File: src/rtl/mem_burst_bridge.sv
// mem_burst_bridge: fetches one 8-beat block from a fixed-latency backing memory and streams it out in beat order,
// with read issue credit-gated by a beat FIFO so consumer backpressure never loses data.
module mem_burst_bridge #(
  parameter int MEM_IF_ADDR = 16,
  parameter int MEM_IF_DATA = 40,
  parameter int BEATS       = 8,
  parameter int RD_LATENCY  = 2,
  parameter int FIFO_DEPTH  = 4
) (
  input  logic                                      clk,
  input  logic                                      arst_n,
  input  logic                                      i_halt,
  input  logic [MEM_IF_ADDR-1:0]                    i_req_addr,
  input  logic                                      i_req_valid,
  output logic                                      o_req_ready,
  output logic [MEM_IF_ADDR-5+$clog2(BEATS):0]      o_bm_addr,
  output logic                                      o_bm_rd_en,
  input  logic [MEM_IF_DATA-1:0]                    i_bm_rdata,
  output logic [MEM_IF_DATA-1:0]                    o_data,
  output logic                                      o_data_valid,
  output logic                                      o_data_last,
  input  logic                                      i_data_ready,
  output logic                                      o_busy
);
  localparam int BW = $clog2(BEATS);
  localparam int PW = $clog2(FIFO_DEPTH);
  localparam int CW = $clog2(FIFO_DEPTH + 1);
  localparam logic [1:0] IDLE  = 2'd0;
  localparam logic [1:0] ISSUE = 2'd1;
  localparam logic [1:0] DRAIN = 2'd2;
  logic [1:0] state, state_nx;
  logic [MEM_IF_ADDR-5:0] block;
  logic [BW-1:0] issue_cnt, wr_cnt;
  logic [CW-1:0] credits, count;
  logic [PW-1:0] rd_ptr, wr_ptr;
  logic [RD_LATENCY-1:0] pipe;
  logic [MEM_IF_DATA-1:0] fifo_d [FIFO_DEPTH];
  logic [BW-1:0] fifo_i [FIFO_DEPTH];
  logic issue, push, pop, head_last, unused_ok;
  assign unused_ok    = ^i_req_addr[3:0];
  assign issue        = state == ISSUE && !i_halt && credits != '0;
  assign push         = pipe[RD_LATENCY-1];
  assign head_last    = fifo_i[rd_ptr] == BW'(BEATS - 1);
  assign o_req_ready  = state == IDLE;
  assign o_busy       = state != IDLE;
  assign o_bm_rd_en   = issue;
  assign o_bm_addr    = {block, issue_cnt};
  assign o_data       = fifo_d[rd_ptr];
  assign o_data_valid = count != '0 && !i_halt;
  assign o_data_last  = o_data_valid && head_last;
  assign pop          = o_data_valid && i_data_ready;
  always_comb
    state_nx = state == IDLE  ? (i_req_valid ? ISSUE : IDLE) :
               state == ISSUE ? (issue && issue_cnt == BW'(BEATS - 1) ? DRAIN : ISSUE) :
               (pop && head_last ? IDLE : DRAIN);
  // Beat index travels with the data because issue and pop run at different rates.
  always_ff @(posedge clk or negedge arst_n)
    if (!arst_n) begin
      state     <= IDLE;
      block     <= '0;
      issue_cnt <= '0;
      wr_cnt    <= '0;
      credits   <= CW'(FIFO_DEPTH);
      count     <= '0;
      rd_ptr    <= '0;
      wr_ptr    <= '0;
      pipe      <= '0;
      for (int k = 0; k < FIFO_DEPTH; k++) begin
        fifo_d[k] <= '0;
        fifo_i[k] <= '0;
      end
    end else begin
      state   <= state_nx;
      pipe    <= (pipe << 1) | RD_LATENCY'(issue);
      credits <= credits - CW'(issue) + CW'(pop);
      count   <= count + CW'(push) - CW'(pop);
      if (state == IDLE && i_req_valid) block <= i_req_addr[MEM_IF_ADDR-1:4];
      if (issue) issue_cnt <= issue_cnt + 1'b1;
      if (push) begin
        fifo_d[wr_ptr] <= i_bm_rdata;
        fifo_i[wr_ptr] <= wr_cnt;
        wr_cnt         <= wr_cnt + 1'b1;
        wr_ptr         <= wr_ptr == PW'(FIFO_DEPTH - 1) ? '0 : wr_ptr + 1'b1;
      end
      if (pop) rd_ptr <= rd_ptr == PW'(FIFO_DEPTH - 1) ? '0 : rd_ptr + 1'b1;
    end
endmodule

File: config.mk
export PLATFORM = sky130hd
export DESIGN_NAME = mem_burst_bridge
export DESIGN_NICKNAME = d
export VERILOG_FILES = /design/src/rtl/mem_burst_bridge.sv
export SDC_FILE = /design/constraint.sdc
export NUM_CORES = 1
export LEC_CHECK = 0
export CAP_MARGIN = 40
export CORE_MARGIN = 2
export CORE_UTILIZATION = 35
export DETAILED_ROUTE_END_ITERATION = 7
export HOLD_SLACK_MARGIN = 0.02
export PLACE_DENSITY = 0.65
export SLEW_MARGIN = 10
export SYNTH_ARGS = -nofsm -noshare
export SYNTH_HDL_FRONTEND = slang
export SYNTH_SLANG_ARGS = --single-unit
File: constraint.sdc
create_clock -name clk -period 2.6 [get_ports clk]
set_input_delay 0.26 -clock clk [delete_from_list [all_inputs] [get_ports clk]]
set_output_delay 0.26 -clock clk [all_outputs]
set_load 0.02 [all_outputs]
==> results of run 1 <==
-- sequential cells by signal, summed over array words and instances, names as in the netlist, 3 cells and up --
register   count
credits        3
fifo_i        12
fifo_d       160
block         12
count          3
wr_cnt         3
issue_cnt      3
-- per-stage QoR --
step,instances,power (W),cell area (um^2),util (%)
3_3_place_gp,950,0.0125,10400,42.5
2_1_floorplan,522,0.0101,8780,-
3_5_place_dp,950,0.0129,10400,42.5
6_report,993,0.0158,11200,46.0
4_1_cts,993,0.0161,11200,45.8
5_1_grt,993,0.0167,11200,46.0
-- cell families (layout without fill, tap and decap cells) --
| group | count (synthesis) | after routing | synth area share, % |
|---|---|---|---|
| multiplexers | 229 | 229 | 34.6 |
| AND/OR/NAND/NOR | 28 | 28 | 1.92 |
| XOR/XNOR | 9 | 9 | 0.898 |
| AO/OA/AOI/OAI | 5 | 5 | 0.428 |
| flip-flops | 204 | 204 | 58.2 |
| adder cells (fa/ha/maj) | 12 | 12 | 1.88 |
| buffers and inverters | 35 | 182 | 2.10 |
-- worst paths after layout --
kind	start	to	slack [ns]	cells after the start
worst max-delay path	rd_ptr[0]	o_data[2]	0.08	3
worst min-delay path	arst_n	fifo_d[115]	0.37	2
worst max register to register	count[1]	credits[2]	0.40	7
worst min register to register	pipe[0]	pipe[1]	0.37	0
max in group asynchronous	arst_n	fifo_d[56]	1.46	3
min in group clk	pipe[0]	pipe[1]	0.37	0
-- cell usage after synthesis (all sizes together) (2+ instances only) --
cell / instances
dfrtp: 203
mux2: 189
mux4: 40
buf: 26
ha: 10
nand2: 7
inv: 6
nor2: 5
xnor2: 5
xor2: 4
clkbuf: 3
and3: 2
fa: 2
nor3: 2
o21ai: 2
-- worst register-to-register path: cells and delay by family, from the launching register on --
kind          cells  cell delay (ns)
flops             1             0.43
simple gates      2             0.60
fa+ha+maj         2             0.61
xor+xnor          3             0.51
-- power by group through the flow --
stage / combinational (W) / clock [W] / sequential [W]
after floorplan: 0.00450 / 0 / 0.00557
after global placement: 0.00689 / 0 / 0.00558
after detailed placement: 0.00709 / 0 / 0.00578
after CTS: 0.00693 / 0.00345 / 0.00572
after global routing: 0.00721 / 0.00360 / 0.00592
final: 0.00673 / 0.00335 / 0.00570
-- layer usage --
| layer | routed length, um | global-route usage (%) | up-vias |
|---|---|---|---|
| met5 | 0 | 0 | - |
| met4 | 339 | 3.34 | 0 |
| met3 | 686 | 2.62 | 23 |
| met2 | 9790 | 26.4 | 82 |
| met1 | 7510 | 17.4 | 2585 |
| li1 | - | - | 2188 |
-- timing repair --
item / in CTS / in global routing
setup buffers: 1 / 0
endpoints found under the setup margin: 39 / 13
cloned: 1 / 0
endpoints found under the hold margin: 76 / 0
resized for setup: 26 / 13
hold buffers: 1 / 0
-- cell type report --
type,count,area share [%]
clock inverters,3,0.578
repair buffers,136,12.5
flip-flops and latches,204,45.4
well taps,324,3.60
multi-input cells,283,31.1
inverters,6,0.200
clock buffers,37,6.56
==> summary.md, run 1 <==
| Metric | Value |
|---|---|
| Max clock buf depth | 3 |
| Final Max Slew Viols | 0 |
| Synth warn | 0 |
| Avg Inst Size Synth | ~17 um^2 |
| Die Width | 162 um |
| CP Cell Sequence | buf_12, mux4_2, clkdlybuf4s50_1 |
| Number of global-route vias before repair | approximately 5600 |
| Req. time, crit path | 2.34 ns |
| Placement Setup Slack | 0.162 ns |
| Gpl congestion | 0.702 |
| Total Routing Usage GR | 14.3% |
| Pwr Density | about 1400 mW/mm^2 |
| 1st-iter DRT viols | 215 |
| Post-synth EDFFs | 0 |
| Sw Ratio | 31.8% |
| Sequential power share | a little over a third |
| Root Driver | clkbuf_16 |
| Crit path DAT | 2.26 ns |
| Routed vias | 4878 |
| Slew margin rel. | 56.2% |
| Worst Setup End Kind | primary output |
| P&R area growth vs syn | 28.2% |
| Worst hold slack | 0.368 ns |
| Top cells by area, synth | dfrtp_1 58%, mux2_2 24%, mux4_2 10% |
| Core box area | 0.0245 mm^2 |
| Syn nets | 595 |
| WL per Instance | 18.5 um |
| Clk pwr share | about a fifth |
| Kind of cell adding the most delay to the critical path | buffers and inverters |
| Comb pwr share | 42.7% |
| Reg clk slew, reported paths | 0.06 ns |
| CP Launch Type | register |
| Maximum vdd ir drop | 0.000718 V |
| Synthesized instance count | 522 |
| Storage cell area | 0.00511 mm^2 |
| Diodes inserted | 0 |
| Setup ws final | 0.0774 ns |
| Num CTS Buffers | 23 |
| Full die area | 0.0264 mm^2 |
| Clock sinks | 204 |
| Std-Cell Rows | 57 |
| Post-Synthesis Cell Area | 0.00878 mm^2 |
| Synth top area share | between 50% and 60% |
| Later-pin clock latency in the skew report | 0.50 ns |
| Slew @ Worst Pin | 0.657 ns |
| Die Y | 162 um |
| DRC Markers | 0 |
| Final Setup Violations | 0 |
| Fillers | 2106 |
| Dpl hpwl | 12000 um |
| Pin count of the biggest net entering global routing | 81 |
| Htree depth | 1 |
| I/O Buffers | roughly 120 |
| Worst Path Max Fanout | 12 |
| Synth area leader | dfrtp_1 |
| Initial Util | between 30% and 40% |
| Post-synth ARST share | 100% |
| Initial antenna violation count | 0 |
| CTS tree | yes |
| Worst Path Class, Setup | register to primary output |
| Switching power | around 0.0050 W |
| Area occupied by multi-input gates | 0.00350 mm^2 |
| I/O Pins | 121 |
| Int Pwr | 0.0108 W |
| Worst Skew | 0.0170 ns |
| Synth cell types | 35 |
| Final WL | approximately 18000 um |
| Outcome | finished clean |
| Commonest non-fill, non-tap cell in the layout | dfrtp_1 |
| Largest stage delay, worst path | 0.55 ns |
| Leakage | 4.82 nW |
| Min cycle time layout | 2.52 ns |
| CP bufs+invs | 2 |
| Total negative slack | 0 ns |
| Router iterations before antenna repair | 4 |
| Min-Delay Path Class | primary input to asynchronous set/reset pin |
| Main synth FF type | dfrtp_1 |
| Final nets | between 700 and 800 |
| Maximum Capacitance Violations | 0 |
| Period utilization | 97.0% |
| Commonest non-fill, non-tap cells in the layout | 201 x dfrtp_1, 187 x mux2_2, 77 x clkdlybuf4s50_1, 40 x mux4_2, 25 x dlygate4sd2_1 |
| Antenna-violating nets left | 0 |
| CP max-delay cell | clkdlybuf4s50_1 |
| First-pass GRT wire length | 29900 um |
| Fraction of layout cells with a size suffix above 1 | 44.4% |
| Vias/cell | 4.91 |
| Gr ovfl total | 0 |
| Unrepaired setup endpoints after global routing | false |
| Sequential-to-total area share from yosys stat | 58.2% |
| Synthesized flop and latch total | 204 |
| Count of final hold-check violations | 0 |
| Max Clock Freq | 396 MHz |
No activity file was read; power rests on OpenSTA's default activity.
==> inputs of run 2 (changes only) <==
CAP_MARGIN = 20   (was 40)
HOLD_SLACK_MARGIN = 0.1   (was 0.02)
==> results of run 2 <==
Same layout as run 1: the final DEF is identical, and so are final timing and power.
